==> src/rtl/fifo_pkg.sv <==
// Shared types and width helpers for the parametrised synchronous FIFO family.
package fifo_pkg;

  typedef enum logic {
    FIFO_STD  = 1'b0,
    FIFO_FWFT = 1'b1
  } fifo_mode_e;

  function automatic int ptr_w(input int depth);
    int w;
    w = $clog2(depth);
    return (w < 1) ? 1 : w;
  endfunction

  function automatic int cnt_w(input int depth);
    return $clog2(depth + 1);
  endfunction

endpackage

==> src/rtl/fifo_mem.sv <==
// DEPTH x WIDTH storage: one synchronous write port, one asynchronous read port, no reset.
module fifo_mem #(
  parameter int WIDTH = 32,
  parameter int DEPTH = 32,
  parameter int AW    = 5
) (
  input  logic             clk,
  input  logic             we_i,
  input  logic [AW-1:0]    waddr_i,
  input  logic [WIDTH-1:0] wdata_i,
  input  logic [AW-1:0]    raddr_i,
  output logic [WIDTH-1:0] rdata_o
);

  logic [WIDTH-1:0] mem_q [DEPTH];

  always_ff @(posedge clk) begin
    if (we_i) mem_q[waddr_i] <= wdata_i;
  end

  assign rdata_o = mem_q[raddr_i];

endmodule

==> src/rtl/param_sync_fifo.sv <==
// Single-clock FIFO, any depth >= 2; registered (1-cycle) or fall-through read.
// Writes dropped when full, reads ignored when empty; both raise sticky error flags.
module param_sync_fifo
  import fifo_pkg::*;
#(
  parameter int WIDTH     = 32,
  parameter int DEPTH     = 32,
  parameter int AF_THRESH = DEPTH - 2,
  parameter int AE_THRESH = 2,
  parameter int FWFT      = 0
) (
  input  logic                      clk,
  input  logic                      rst_n,
  input  logic                      w_en,
  input  logic [WIDTH-1:0]          data_in,
  input  logic                      r_en,
  input  logic                      flush,
  input  logic                      err_clr,
  output logic [WIDTH-1:0]          data_out,
  output logic                      full,
  output logic                      empty,
  output logic                      almost_full,
  output logic                      almost_empty,
  output logic [cnt_w(DEPTH)-1:0]   count,
  output logic                      overflow,
  output logic                      underflow
);

  localparam int PW = ptr_w(DEPTH);
  localparam int CW = cnt_w(DEPTH);
  localparam fifo_mode_e MODE = (FWFT != 0) ? FIFO_FWFT : FIFO_STD;

  localparam logic [PW-1:0] LAST_PTR = PW'(DEPTH - 1);
  localparam logic [CW-1:0] DEPTH_C  = CW'(DEPTH);
  localparam logic [CW-1:0] AF_C     = CW'(AF_THRESH);
  localparam logic [CW-1:0] AE_C     = CW'(AE_THRESH);

  logic [PW-1:0]    wr_ptr_q, wr_ptr_d;
  logic [PW-1:0]    rd_ptr_q, rd_ptr_d;
  logic [CW-1:0]    count_q, count_d;
  logic             ovf_q, ovf_d;
  logic             unf_q, unf_d;
  logic             wr_acc, rd_acc;
  logic [WIDTH-1:0] mem_rdata;

  // Explicit wrap so non-power-of-two depths never index past DEPTH-1.
  function automatic logic [PW-1:0] ptr_next(input logic [PW-1:0] p);
    return (p == LAST_PTR) ? '0 : p + PW'(1);
  endfunction

  assign full         = (count_q == DEPTH_C);
  assign empty        = (count_q == '0);
  assign almost_full  = (count_q >= AF_C);
  assign almost_empty = (count_q <= AE_C);
  assign count        = count_q;
  assign overflow     = ovf_q;
  assign underflow    = unf_q;

  always_comb begin
    wr_acc   = w_en && !full && !flush;
    rd_acc   = r_en && !empty && !flush;
    wr_ptr_d = wr_ptr_q;
    rd_ptr_d = rd_ptr_q;
    count_d  = count_q;
    ovf_d    = ovf_q;
    unf_d    = unf_q;

    if (flush) begin
      wr_ptr_d = '0;
      rd_ptr_d = '0;
      count_d  = '0;
    end else begin
      if (wr_acc) wr_ptr_d = ptr_next(wr_ptr_q);
      if (rd_acc) rd_ptr_d = ptr_next(rd_ptr_q);
      case ({wr_acc, rd_acc})
        2'b10:   count_d = count_q + CW'(1);
        2'b01:   count_d = count_q - CW'(1);
        default: count_d = count_q;
      endcase
    end

    // Clear wins over a coincident new error.
    if (err_clr) begin
      ovf_d = 1'b0;
      unf_d = 1'b0;
    end else if (!flush) begin
      if (w_en && full)  ovf_d = 1'b1;
      if (r_en && empty) unf_d = 1'b1;
    end
  end

  always_ff @(posedge clk or negedge rst_n) begin
    if (!rst_n) begin
      wr_ptr_q <= '0;
      rd_ptr_q <= '0;
      count_q  <= '0;
      ovf_q    <= 1'b0;
      unf_q    <= 1'b0;
    end else begin
      wr_ptr_q <= wr_ptr_d;
      rd_ptr_q <= rd_ptr_d;
      count_q  <= count_d;
      ovf_q    <= ovf_d;
      unf_q    <= unf_d;
    end
  end

  fifo_mem #(
    .WIDTH (WIDTH),
    .DEPTH (DEPTH),
    .AW    (PW)
  ) u_mem (
    .clk     (clk),
    .we_i    (wr_acc && rst_n),
    .waddr_i (wr_ptr_q),
    .wdata_i (data_in),
    .raddr_i (rd_ptr_q),
    .rdata_o (mem_rdata)
  );

  if (MODE == FIFO_STD) begin : g_std
    logic [WIDTH-1:0] dout_q, dout_d;

    assign dout_d = rd_acc ? mem_rdata : dout_q;

    always_ff @(posedge clk or negedge rst_n) begin
      if (!rst_n) dout_q <= '0;
      else        dout_q <= dout_d;
    end

    assign data_out = dout_q;
  end else begin : g_fwft
    // Head word is don't-care while empty; forcing zero keeps reset value clean.
    assign data_out = empty ? '0 : mem_rdata;
  end

endmodule

==> config.mk <==
export PLATFORM = sky130hd
export DESIGN_NAME = param_sync_fifo
export DESIGN_NICKNAME = d
export VERILOG_FILES = /design/src/rtl/fifo_pkg.sv /design/src/rtl/fifo_mem.sv /design/src/rtl/param_sync_fifo.sv
export SDC_FILE = /design/constraint.sdc
export NUM_CORES = 1
export LEC_CHECK = 0
export BUFFER_PORTS_ARGS = -buffer_cell sky130_fd_sc_hd__buf_4
export CAP_MARGIN = 20
export CORE_MARGIN = 3
export CORE_UTILIZATION = 40
export CTS_CLUSTER_DIAMETER = 40
export DETAILED_ROUTE_END_ITERATION = 7
export RECOVER_POWER = 50
export SKIP_CTS_REPAIR_TIMING = 1
export SLEW_MARGIN = 15
export SYNTH_ARGS = -nofsm -noshare
export SYNTH_HDL_FRONTEND = slang
export SYNTH_SLANG_ARGS = --single-unit
==> constraint.sdc <==
create_clock -name clk -period 3.6 [get_ports clk]
set_input_delay 0 -clock clk [delete_from_list [all_inputs] [get_ports clk]]
set_output_delay 0 -clock clk [all_outputs]
set_load 0.01 [all_outputs]
==> Word-level counts from Yosys, hierarchy flattened <==
Memories as Yosys holds them, arrays and structs flattened. A register that Yosys moved wholly into a read port is not among the register bits.
Cells that the tools add are included.
{ "word_totals": {"romBits": 0, "elab_cells": 53, "latch_bits": 0, "input_bits": 38, "n_memories": 1, "reg_bits": 18, "out_inout_bits": 44, "ramBits": 1024} }
{ "mem_list": {"columns": ["memory", "words", "word_bits", "read_ports", "rd_ports_with_merged_regs", "write_ports", "line_no", "source"], "rows": [
  ["u_mem.mem_q", 32, 32, 1, 1, 1, "fifo_mem.sv:15", "logic [WIDTH-1:0] mem_q [DEPTH];"]
]} }
{ "op_classes": {"bitwise": 0, "n_lt_le_gt_ge": 2, "add_sub_neg": 4, "mul": 0, "div": 0, "n_shift": 0, "reduce_logical": 19, "eq_ne": 6, "n_mux": 16} }
{ "ops": {"columns": ["op", "count"], "rows": [
  ["5-bit two-way mux", 6],
  ["6-bit one-hot mux with 2 select lines", 1],
  ["5-bit by 1-bit adder with 5-bit output, second input constant", 2],
  ["5-bit == test, second input constant", 2],
  ["1-bit two-way mux", 8],
  ["2-bit nonzero test", 4],
  ["1-bit logical AND", 7],
  ["6-bit by 1-bit adder with 6-bit output, second input constant", 1],
  ["6-bit == test, second input constant", 1],
  ["6-bit by 5-bit >= comparator with 1-bit output, second input constant", 1],
  ["6-bit by 2-bit less-or-equal comparator with 1-bit output, second input constant", 1],
  ["6-bit logical NOT", 1],
  ["6-bit two-way mux", 1],
  ["6-bit by 1-bit subtractor with 6-bit output, second input constant", 1],
  ["1-bit logical NOT", 4],
  ["2-bit AND reduction", 2],
  ["3-bit nonzero test", 1],
  ["2-bit by 1-bit == test with 1-bit output, second input constant", 1],
  ["2-bit == test, second input constant", 1],
  ["2-bit by 1-bit inequality test with 1-bit output, second input constant", 1]
]} }

==> Depth between registers and ports, before layout <==
Gate-level depths: netlist (run 1).
{ "depth": {"depth_word": 7, "ltp_mapped": 12, "depth_no_buf": 9} }

==> Cells and area by module <==
A second synthesis (run 1) with hierarchy kept.
{ "unflattened": {"hier_cells": 2487, "hier_area_um2": 42233.0} }
{ "by_module_without_submodules": {"columns": ["mod", "instances", "cells_per_inst", "area_each_um2"], "rows": [
  ["fifo_mem", 1, 2228, 39844.5],
  ["param_sync_fifo", 1, 259, 2388.5]
]} }

==> Least setup slack after synthesis (run 1) <==
OpenSTA, ideal clock, no wires.
{ "synth_timing": {"path_kind": "register to register", "from": "reg count_q[5] (netlist: count[5])", "to": "mem u_mem.mem_q[30][0], enable pin", "arrival_time_ps": 2707, "setup_time_ps": 421, "path_slack_ps": 472, "stages_incl_launch_ff": 6, "synth_period_minus_slack_ps": 3128, "path_cell_list": "dfrtp_1 or3b_2 o21ai_0 nor2_1 nand3_1 nor2_1"} }
{ "synth_between": {"elab_chain_cells": 7} }
{ "synth_rtl": {"columns": ["item", "line_no", "source"], "rows": [
  ["start, declared", "param_sync_fifo.sv:40", "logic [CW-1:0] count_q, count_d;"],
  ["start signal, assigned", "param_sync_fifo.sv:102", "count_q <= count_d;"],
  ["6-bit == test", "param_sync_fifo.sv:51", "assign full = (count_q == DEPTH_C);"],
  ["1-bit logical NOT", "param_sync_fifo.sv:60", "wr_acc = w_en && !full && !flush;"],
  ["1-bit logical AND (2 in a row)", "param_sync_fifo.sv:60", null],
  ["1-bit logical AND", "param_sync_fifo.sv:114", ".we_i (wr_acc && rst_n),"],
  ["1-bit two-way mux", "fifo_mem.sv:18", "if (we_i) mem_q[waddr_i] <= wdata_i;"],
  ["1-bit two-way mux (not written as such)", "fifo_mem.sv:18", null],
  ["end, declared", "fifo_mem.sv:15", null]
]} }
No other way between the ends.

==> Final worst setup path (run 1) <==
{ "layout_timing": {"from": "reg count_q[1] (netlist: count[1])", "to": "reg count_q[5] (netlist: count[5])"} }
{ "layout_between": {"elab_chain_cells": 7, "elab_cells_between_ends": 15} }
{ "layout_rtl": {"columns": ["item", "line_no", "source"], "rows": [
  ["6-bit == test / 6-bit logical NOT (equally long branches)", "param_sync_fifo.sv:51, param_sync_fifo.sv:52", null],
  ["1-bit logical NOT (on tied branches)", "param_sync_fifo.sv:60, param_sync_fifo.sv:61", null],
  ["1-bit logical AND (on tied branches) (2 in a row)", "param_sync_fifo.sv:60, param_sync_fifo.sv:61", null],
  ["2-bit by 1-bit == test with 1-bit output / 2-bit == test (equally long branches)", "param_sync_fifo.sv:75", "case ({wr_acc, rd_acc})"],
  ["6-bit one-hot mux with 2 select lines", "param_sync_fifo.sv:75", null],
  ["6-bit two-way mux", "param_sync_fifo.sv:68", "if (flush) begin"]
]} }
Parallel ways exist; a longest one is shown, timed or not.
A chain may end at the register's enable or synchronous reset.

==> impl_metrics.toml, run 1 <==
[route]
vias = 20700
wirelength_um = 105000
drc = 0
dr.pass1.iters = 5
via_per_inst = 5.71
drtIter0Drc = 2420
drt-wirelength-per-cell_um = 29.2
drtAntennaViolNets = 0

[sta]
max_freq_mhz = 336
final.setup.tns_ps = 0
setup_viol = 0
max-slew-margin-rel_pct = -28.9
layout_min_cycle_time_ps = 2980
timing.hold.ws_ps = 8.39
finalCritPeriodShare_pct = 82.7
grt_setup_unrepaired = "false"
worst_pin_slew_ps = 1930
finClkSkew_ps = 30.5
finalMaxSlewViolations = 51
hold_violations = 0

[logic_synthesis]
synth_nets = 1946
synth_flop_cell = "edfxtp_1"
synth_edf_count = 1024
syn_area_per_cell_um2 = 21.6
ys_ff_latch = 1074
netlist_area_mm2 = 0.0410
synthCells = 1898
yosys_warnings = 0
async_reset_ff_share_pct = 4.66
ys_types = 53
ys_seq_area_share_pct = 78.0

[cells_and_area]
fin_util_pct = 48.6
multi_input_area_mm2 = 0.00881
nFillCells = 8193
area_growth_pct = 19.5
seqCellArea_mm2 = 0.0320
drive_gt1_share_pct = 28.8
stdcell_area_mm2 = 0.0490
finish.net_count = 2195

[power]
power_density_mw_per_mm2 = 666
ir_drop_v = 0.000462
leakagePower_nw = 15.3

[global_route]
grt-ovfl-total = 0
grt_pass1_wl_um = 153000
grt_max_degree = 66
antenna_found_initial = 4
grt_pass1_vias = 21200
track_usage_pct = 19.9

[placement]
dpl.hpwl_um = 56700
io_buffers = 81
globalplace.congestion = 0.764
placed_cell_area_mm2 = 0.0443

[setup_path]
required_ps = 4190
crit_type = "reg -> reg"
cp_data_arrival_time_ps = 3570
endpoint_kind = "flop"
worst_setup_path_start_kind = "flop"
crit_fanout = 14

[min_path]
worstHoldPathType = "in -> reg"

[floorplanning]
rows = 116
die_h_um = 326
core_mm2 = 0.101
dieArea_mm2 = 0.106
initial_core_util_pct = 40.7
num_io_pins = 82
die_w_um = 326

[clocking]
cts_tree = "yes"
htreeDepth = 4
cts.sinks = 1074
cts_root_buf = "clkbuf_16"
path_clk_slew_ps = 50
clockBufferDepth = 3
numCtsBuffers = 134
clk_latency_ps = 730

[run_status]
violations = "capacitance limit, slew limit"
outcome = "finished with violations"

[run]
cap_violations = 1
[Yosys cell counts, types with 2 or more instances]
library cell	n	area, um^2
edfxtp_1	1024	30700
mux4_2	256	5770
a22oi_1	126	946
nor2_1	119	447
clkbuf_1	73	274
dfrtp_1	50	1250
a21oi_1	45	225
nor3_1	38	190
a21boi_0	31	233
buf_2	26	130
buf_1	10	37.5
ha_1	10	125
o21ai_0	9	45.0
nand3_1	8	40.0
nand2_1	7	26.3
inv_1	6	22.5
mux2i_1	6	60.1
a31oi_1	4	25.0
and3_1	4	25.0
nand3b_1	4	30.0
nor2b_1	3	18.8
buf_6	2	22.5
o2111ai_1	2	17.5
o21a_1	2	15.0
o31a_1	2	17.5
or3_1	2	12.5
or4_1	2	15.0
or4b_2	2	20.0
[metrics by stage]
stage / worst slack, ps / total power [mW] / instances
finish: 621 / 32.6 / 3617
global route: 443 / 33.9 / 3616
CTS: 669 / 33.1 / 3574
detailed placement: 672 / 19.5 / 3328
global placement: 685 / 19.4 / 3328
floorplan: 472 / 17.7 / 1898
[power breakdown]
group / total [mW] / internal (mW) / switching, mW
registers: 14.3 / 13.9 / 0.389
clock network: 13.6 / 8.33 / 5.24
logic: 4.73 / 2.36 / 2.36
total: 32.6 / 24.6 / 7.99
[worst paths after layout]
path | from | endpoint | slack [ps] | depth (start not counted)
worst max-delay path | count[1] | count[5] | 620 | 9
worst min-delay path | err_clr | underflow | 8 | 3
worst max register to register | count[1] | count[5] | 620 | 9
worst min register to register | data_out[2] | data_out[2] | 510 | 2
max in group asynchronous | rst_n | rd_ptr_q[0] | 1490 | 3
min in group asynchronous | rst_n | count[4] | 730 | 3
[cell usage in the layout, fill, tap and decap left out, types with 3 or more instances in the layout]
master,netlist,routed
edfxtp_1,1024,1024
mux4_2,256,256
clkbuf_16,0,139
a22oi_1,126,126
buf_4,0,103
nor2_1,119,86
clkbuf_1,73,73
dfrtp_1,50,47
a21oi_1,45,45
dlygate4sd3_1,0,40
nor3_1,38,38
nor2_4,0,33
a21boi_0,31,31
buf_12,0,26
inv_6,0,17
clkinv_2,0,14
bufinv_16,0,14
clkinv_1,0,14
ha_1,10,10
o21ai_0,9,9
clkinvlp_4,0,9
clkbuf_8,0,9
nand3_1,8,8
nand2_1,7,7
inv_1,6,6
mux2i_1,6,6
clkinv_4,0,5
and3_1,4,4
nand3b_1,4,4
a31oi_1,4,4
diode_2,0,3
inv_8,0,3
[kinds of logic after synthesis]
| logic type | share of synthesized area (%) |
|---|---|
| and+or+nand+nor | 2.22 |
| adders and majority gates | 0.305 |
| buffers and inverters | 1.20 |
| xor gates and xnor gates | 0.0610 |
| AOI/OAI and AO/OA | 4.01 |
| muxes | 14.2 |
| DFF | 78.0 |
[critical path, stage by stage, from the launching register on]
cell and delay, ps:
dfrtp_1 580, or3_1 500, o21a_1 320, nor2_1 260, ha_1 320, o21ai_0 270, a32o_1 220, o21ai_0 100
a21oi_1 180, o311ai_1 110
[registers in the layout, indices dropped and copies added, names as in the netlist]
signal	cells
data_out	32
wr_ptr_q	5
rd_ptr_q	5
underflow	1
u_mem.mem_q	1024
overflow	1
count	6
[layout make-up]
cell class	instances	area share, %
multi-input cells	706	18.0
flip-flops and latches	1074	65.3
inverters	6	0.0459
diodes	3	0.0153
well taps	1357	3.46
repair buffers	225	3.89
clock buffers	166	7.49
clock inverters	80	1.83
[layer usage]
layer	GRT usage, %	routed length, um
met5	0	13
met4	5.71	2290
met2	31.5	50700
met1	28.3	45000
met3	3.94	7480
No activity file was read; power rests on OpenSTA's default activity.
==> run 2, diff against run 1 <==
==> constraint.sdc (replaced) <==
create_clock -name clk -period 2.9 [get_ports clk]
set_input_delay 0 -clock clk [delete_from_list [all_inputs] [get_ports clk]]
set_output_delay 0 -clock clk [all_outputs]
set_load 0.01 [all_outputs]
==> impl_metrics.toml, run 2 (synthesized netlist as in run 1, its figures left out) <==
[placement]
io_buffers = 81
globalplace.congestion = 0.826
placed_cell_area_mm2 = 0.0447
dpl.hpwl_um = 62100

[sta]
hold_violations = 0
grt_setup_unrepaired = "true"
setup_viol = 0
finalMaxSlewViolations = 365
finalCritPeriodShare_pct = 98.2
finClkSkew_ps = 33.9
worst_pin_slew_ps = 1920
max_freq_mhz = 351
layout_min_cycle_time_ps = 2850
max-slew-margin-rel_pct = -27.7
final.setup.tns_ps = 0
timing.hold.ws_ps = 19.1

[route]
vias = 21400
dr.pass1.iters = 5
wirelength_um = 109000
drtAntennaViolNets = 0
via_per_inst = 5.75
drtIter0Drc = 2087
drt-wirelength-per-cell_um = 29.5
topRoutingLayerUsed = "met5"
drc = 0
route.met3.wl_um = 8860
wl_met2_um = 51700
wl_met1_um = 45700

[clocking]
cts_tree = "yes"
clk_latency_ps = 720
cts.sinks = 1074
cts_root_buf = "clkbuf_16"
clockBufferDepth = 3
numCtsBuffers = 139
htreeDepth = 4
path_clk_slew_ps = 60

[floorplanning]
core_mm2 = 0.101
initial_core_util_pct = 40.7
dieArea_mm2 = 0.106
die_h_um = 326
rows = 116
num_io_pins = 82
die_w_um = 326

[cells_and_area]
top_register = "u_mem.mem_q"
mostFrequentLayoutCells = "edfxtp_1, mux4_2, buf_4, clkbuf_16, a22oi_1"
area_growth_pct = 22.4
final_common_cell = "edfxtp_1"
stdcell_area_mm2 = 0.0502
finish.net_count = 2290
largest_reg_flops = 1024
fin_util_pct = 49.8
drive_gt1_share_pct = 32.3

[setup_path]
path_cells = "buf_4 > or4_4 > o31ai_4 > nor2_1 > buf_4 > ha_1 > o21ai_0 > a32o_1 > nor3_1 > a21oi_1 > o311ai_1"
crit_family = "compound AO/OA/AOI/OAI gates"
slowest_delay_ps = 570
crit_path_top_delay_cell = "or4_4"
crit_type = "reg -> reg"
endpoint_kind = "flop"
crit_fanout = 5
cp_data_arrival_time_ps = 3470
cp_common_cell = "buf_4"
worst_setup_path_start_kind = "flop"
cp_num_buf_inv = 2
required_ps = 3520

[global_route]
grt_max_degree = 50
grt_pass1_wl_um = 155000
grt-ovfl-total = 0
grt_pass1_vias = 21600
antenna_found_initial = 3
track_usage_pct = 20.0

[run_status]
outcome = "finished with violations"
violations = "capacitance limit, slew limit"

[run]
cap_violations = 12

[power]
leakagePower_nw = 15.9
ir_drop_v = 0.000506
power_density_mw_per_mm2 = 824
p_total_mw = 41.4

[min_path]
worstHoldPathType = "in -> reg"
## run 2: cell count changes in the layout (fill, tap and decap cells not counted), sizes merged
cell	previous run	this run
buf	129	215
clkbuf	222	211
nor2	119	128
clkinv	35	41
inv	28	32
bufinv	14	16
clkinvlp	9	11
diode	3	2
## run 2: worst min-delay path, delay by kind of cell
family,cells,cell delay (ps)
and+or+nand+nor,1,40
buffers and inverters,2,640
## run 2: worst paths after layout
| check | from | to | slack [ps] | cells after the start |
|---|---|---|---|---|
| min in group asynchronous | rst_n | rd_ptr_q[4] | 580 | 3 |
| max in group asynchronous | rst_n | rd_ptr_q[1] | 970 | 3 |
| hold reg to reg | data_out[31] | data_out[31] | 510 | 2 |
| setup / recovery | count[2] | count[5] | 50 | 11 |
| hold / removal | err_clr | underflow | 20 | 3 |
| setup reg to reg | count[2] | count[5] | 50 | 11 |
## run 2: routing by layer
metal  track usage (%)  vias up
met2              31.5      997
met4              5.65        4
met3              4.45      188
li1                  -     8754
met1              28.3    11400
met5                 0        -
## run 2: power by group
| group | internal, mW | switching, mW |
|---|---|---|
| combinational | 3.17 | 3.31 |
| sequential | 17.3 | 0.266 |
| clock | 10.6 | 6.68 |
| total | 31.1 | 10.3 |
## run 2: final cells by class
class / count / area (um^2)
sequential: 1074 / 32000
tap: 1357 / 1700
timing repair buffer: 306 / 2880
fill: 8069 / 50600
multi-input combinational: 715 / 8880
inverter: 6 / 22.5
antenna: 2 / 5.00
clock inverter: 94 / 1060
clock buffer: 160 / 3660
## run 2: per-stage QoR
| stage | setup WS (ps) | cells |
|---|---|---|
| 2_1_floorplan | -228 | 1898 |
| 3_3_place_gp | -127 | 3368 |
| 3_5_place_dp | -118 | 3372 |
| 4_1_cts | -150 | 3626 |
| 5_1_grt | -5.78 | 3713 |
| 6_report | 51.5 | 3714 |
